[src/rtl/commit_stage_pkg.sv]
// Shared types for the commit stage: the WB->commit record, trap code and retirement FSM states.
// Every commit_stage file imports this package.
package commit_stage_pkg;

  localparam int COMMIT_DEPTH = 4;
  localparam int COMMIT_CNT_W = 64;

  typedef logic [3:0] trap_t;

  typedef struct packed {
    logic        valid;
    logic [63:0] pc;
    logic [31:0] instr;
    logic [63:0] inst_counter;
    logic        difftest_skip;
    trap_t       trap;
  } wb_commit;

  typedef enum logic [1:0] {
    RUN    = 2'd0,
    DRAIN  = 2'd1,
    HALTED = 2'd2
  } commit_state_t;

  function automatic logic is_trap(input wb_commit c);
    return c.trap != '0;
  endfunction

endpackage

[src/rtl/commit_fifo.sv]
// Generic DEPTH-entry queue of wb_commit records.
// The head entry is read combinationally, so an entry pushed in one cycle is visible in the next.
module commit_fifo
  import commit_stage_pkg::*;
#(
  parameter int DEPTH = COMMIT_DEPTH
) (
  input  logic     clk,
  input  logic     reset,
  input  logic     push,
  input  wb_commit push_data,
  input  logic     pop,
  output wb_commit head,
  output logic     full,
  output logic     empty
);

  localparam int PTR_W = $clog2(DEPTH);
  localparam int CNT_W = PTR_W + 1;

  wb_commit           mem [DEPTH];
  logic [PTR_W-1:0]   wr_ptr_reg;
  logic [PTR_W-1:0]   rd_ptr_reg;
  logic [CNT_W-1:0]   count_reg;
  logic               push_ok;
  logic               pop_ok;

  assign full    = (count_reg == CNT_W'(DEPTH));
  assign empty   = (count_reg == '0);
  assign push_ok = push && !full;
  assign pop_ok  = pop && !empty;
  assign head    = mem[rd_ptr_reg];

  // Storage carries no reset; the pointers and count define what is live.
  always_ff @(posedge clk) begin
    if (push_ok) mem[wr_ptr_reg] <= push_data;
  end

  always_ff @(posedge clk or negedge reset) begin
    if (!reset) begin
      wr_ptr_reg <= '0;
      rd_ptr_reg <= '0;
      count_reg  <= '0;
    end else begin
      if (push_ok) wr_ptr_reg <= wr_ptr_reg + PTR_W'(1);
      if (pop_ok)  rd_ptr_reg <= rd_ptr_reg + PTR_W'(1);
      case ({push_ok, pop_ok})
        2'b10:   count_reg <= count_reg + CNT_W'(1);
        2'b01:   count_reg <= count_reg - CNT_W'(1);
        default: count_reg <= count_reg;
      endcase
    end
  end

endmodule

[src/rtl/commit_stage.sv]
// Retirement sink for WB: queues commits, presents one per cycle to difftest, checks ordering,
// counts cycles/instret and halts after a trap entry retires.
module commit_stage
  import commit_stage_pkg::*;
#(
  parameter int DEPTH = COMMIT_DEPTH,
  parameter int CNT_W = COMMIT_CNT_W
) (
  input  logic             clk,
  input  logic             reset,
  input  wb_commit         in_commit,
  output logic             in_ready,
  output logic             out_valid,
  input  logic             out_ready,
  output wb_commit         out_commit,
  output logic             halt,
  output trap_t            halt_trap,
  output logic             order_err,
  output logic [CNT_W-1:0] cycle_cnt,
  output logic [CNT_W-1:0] instret_cnt
);

  commit_state_t    state_reg;
  commit_state_t    state_next;
  wb_commit         head;
  logic             fifo_full;
  logic             fifo_empty;
  logic             push;
  logic             pop;
  logic [63:0]      expected_reg;
  logic             order_err_reg;
  logic             halt_reg;
  trap_t            halt_trap_reg;
  logic [CNT_W-1:0] cycle_cnt_reg;
  logic [CNT_W-1:0] instret_cnt_reg;

  assign in_ready  = !fifo_full && (state_reg == RUN);
  assign out_valid = !fifo_empty && (state_reg != HALTED);
  assign push      = in_commit.valid && in_ready;
  assign pop       = out_valid && out_ready;

  commit_fifo #(.DEPTH(DEPTH)) u_fifo (
    .clk       (clk),
    .reset     (reset),
    .push      (push),
    .push_data (in_commit),
    .pop       (pop),
    .head      (head),
    .full      (fifo_full),
    .empty     (fifo_empty)
  );

  always_comb begin
    out_commit       = head;
    out_commit.valid = out_valid;
  end

  // A queued trap blocks further pushes, so only one trap can ever be in flight.
  always_comb begin
    state_next = state_reg;
    case (state_reg)
      RUN:     if (push && is_trap(in_commit)) state_next = DRAIN;
      DRAIN:   if (pop && is_trap(head))       state_next = HALTED;
      HALTED:  state_next = HALTED;
      default: state_next = RUN;
    endcase
  end

  always_ff @(posedge clk or negedge reset) begin
    if (!reset) begin
      state_reg       <= RUN;
      expected_reg    <= '0;
      order_err_reg   <= 1'b0;
      halt_reg        <= 1'b0;
      halt_trap_reg   <= '0;
      cycle_cnt_reg   <= '0;
      instret_cnt_reg <= '0;
    end else begin
      state_reg     <= state_next;
      cycle_cnt_reg <= cycle_cnt_reg + CNT_W'(1);
      if (pop) begin
        if (head.inst_counter != expected_reg) order_err_reg <= 1'b1;
        expected_reg <= head.inst_counter + 64'd1;
        if (!head.difftest_skip) instret_cnt_reg <= instret_cnt_reg + CNT_W'(1);
        if (state_reg == DRAIN && is_trap(head)) begin
          halt_reg      <= 1'b1;
          halt_trap_reg <= head.trap;
        end
      end
    end
  end

  assign halt        = halt_reg;
  assign halt_trap   = halt_trap_reg;
  assign order_err   = order_err_reg;
  assign cycle_cnt   = cycle_cnt_reg;
  assign instret_cnt = instret_cnt_reg;

endmodule

[config.mk]
export PLATFORM = sky130hd
export DESIGN_NAME = commit_stage
export DESIGN_NICKNAME = d
export VERILOG_FILES = /design/src/rtl/commit_stage_pkg.sv /design/src/rtl/commit_fifo.sv /design/src/rtl/commit_stage.sv
export SDC_FILE = /design/constraint.sdc
export NUM_CORES = 1
export LEC_CHECK = 0
export CORE_MARGIN = 8
export CORE_UTILIZATION = 30
export DETAILED_ROUTE_END_ITERATION = 6
export PLACE_DENSITY = 0.54
export SLEW_MARGIN = 20
export SYNTH_ARGS = -nofsm -noshare
export SYNTH_HDL_FRONTEND = slang
export SYNTH_HIERARCHICAL = 1
export SYNTH_SLANG_ARGS = --single-unit
[constraint.sdc]
create_clock -name clk -period 11.05 [get_ports clk]
set_input_delay 1.6575 -clock clk [delete_from_list [all_inputs] [get_ports clk]]
set_output_delay 1.6575 -clock clk [all_outputs]
set_load 0.01 [all_outputs]
==> impl_metrics.toml <==
[global_route]
grt_pass1_vias = 20850
antenna_found_initial = 26
grt_max_degree = 123
grt_use_total_pct = 14.32
grt_pass1_wl_microns = 138500
gr-total-overflow = 0

[routing]
ant_nets = 0
finalWirelength_microns = 93450
drtIter0Drc = 1219
drc_errors = 0
viasPerCell = 4.787
num_vias = 19750
dr.pass1.iters = 5
wl_per_cell_microns = 22.66

[finish]
layout.area.seq_sq_um = 25010
top_register = "u_fifo/mem"
stdcell_count = 4125
multi_input_area_sq_um = 9333
largest_reg_flops = 660
syn2layout_area_growth_pct = 27.99
nNetsFinal = 2691
final_cell_mix = "660 x edfxtp_1, 469 x clkdlybuf4s50_1, 205 x dfrtp_1, 165 x mux4_2, 138 x xnor2_1"
fillers = 10600
drive_above_1_share_pct = 14.59
final_common_cell = "edfxtp_1"

[floorplanning]
die_w_microns = 357.1
initial_core_util_pct = 30.17
fp-row-count = 125
die_area_sq_um = 127500
die_y_microns = 357.1
core-area_sq_um = 115700
num_io_pins = 471

[logic_synthesis]
synth_area_sq_um = 34910
syn_nets = 2174
synth_cells = 1992
yosys_warnings = 6
avgSynthCellArea_sq_um = 17.53

[clock_tree]
hold_buffers = 0
ctsLongestPathBuffers = 3
cts.sinks = 867
cts_resized = 0
h-tree-depth = 3
cts_tree = "built"
worstSkewPairLatency_ns = 0.71
post_cts_buffers = 0
cts-root-buf = "clkbuf_16"
numCtsBuffers = 96
clk_pin_slew_ns = 0.06

[flow_run]
max_cap_violations = 0

[sta]
relSlewSlack_pct = 24.19
min_period_ns = 5.935
setup-tns-final_ns = 0
hold_viol_final = 0
fmax_mhz = 168.5
setup_viol = 0
grt_setup_unrepaired = "false"
worstMarginPinSlew_ns = 1.127
drv_slew = 0
post-route-period-util_pct = 53.71
fin_skew_ns = 0.07809

[critical_path]
worstSetupPathType = "register to primary output"
ff2ff_setup_slack_ns = 5.75
r2r_cells = 8
timing.rr.end = "expected_reg[57]"
crit_arrival_ns = 4.28
cp-start-kind = "register"
crit_fanout = 91
required_ns = 9.39
worstReg2RegStart = "u_fifo/rd_ptr_reg[0]"
critPathCaptureType = "primary output"

[min_path]
hp-start = "instret_cnt[63]"
hold_path_end = "instret_cnt[63]"
worstHoldPathCells = 1
hp-class = "register to register"

[power_and_ir_drop]
p_leak_nw = 15.15
ir_drop_v = 0.0001667
powerDensity_nw_per_um2 = 250.7

[place]
dp_hpwl_microns = 63560
portBuffers = 470
dp_cells = 3935
gp_congestion = 0.8069

[run_status]
outcome = "finished clean"
metrics by stage:
step	power (W)	area [sq um]	setup WS [ns]	hold slack [ns]	util, %
after floorplan	0.006306	34910	4.551	0.4666	-
after global placement	0.007986	41300	5.682	0.4519	35.69
after detailed placement	0.008031	41300	5.688	0.4764	35.69
after CTS	0.01142	44660	4.941	0.4852	38.58
after global routing	0.01176	44660	4.738	0.4919	38.59
final	0.01120	44680	5.115	0.4831	38.61
how the worst max path moves through the flow:
stage	startpoint	end
2_1_floorplan	in_commit[165]	u_fifo/mem[0][0]
3_3_place_gp	u_fifo/rd_ptr_reg[0]	out_commit[28]
3_5_place_dp	in_commit[165]	u_fifo/mem[1][71]
4_1_cts	u_fifo/rd_ptr_reg[0]	out_commit[28]
5_1_grt	u_fifo/rd_ptr_reg[0]	out_commit[28]
6_report	u_fifo/rd_ptr_reg[0]	out_commit[28]
area by class of cell:
type | count | area share (%)
flip-flops and latches | 867 | 55.96
multi-input cells | 1015 | 20.89
repair buffers | 494 | 11.02
clock buffers | 123 | 5.855
well taps | 1524 | 4.267
clock inverters | 56 | 1.647
inverters | 35 | 0.2940
diodes | 11 | 0.06160
layer usage:
| layer | track usage (%) | share of wire (%) |
|---|---|---|
| met3 | 6.178 | 10 |
| met4 | 3.746 | 2.0 |
| met1 | 17.64 | 41 |
| met5 | 0 | 0.18 |
| met2 | 23.08 | 47 |
critical path: stages (launching register included):
cell and delay, ns:
dfrtp_4 0.71, buf_4 0.59, buf_12 0.57, mux4_2 0.72, clkdlybuf4s50_1 0.70
power by group:
group          switching [W]  leakage [nW]  internal [W]
Combinational        0.00199          4.91       0.00169
Sequential          0.000226          8.63       0.00397
Clock                0.00135          1.61       0.00197
(Power assumes the default switching activity.)
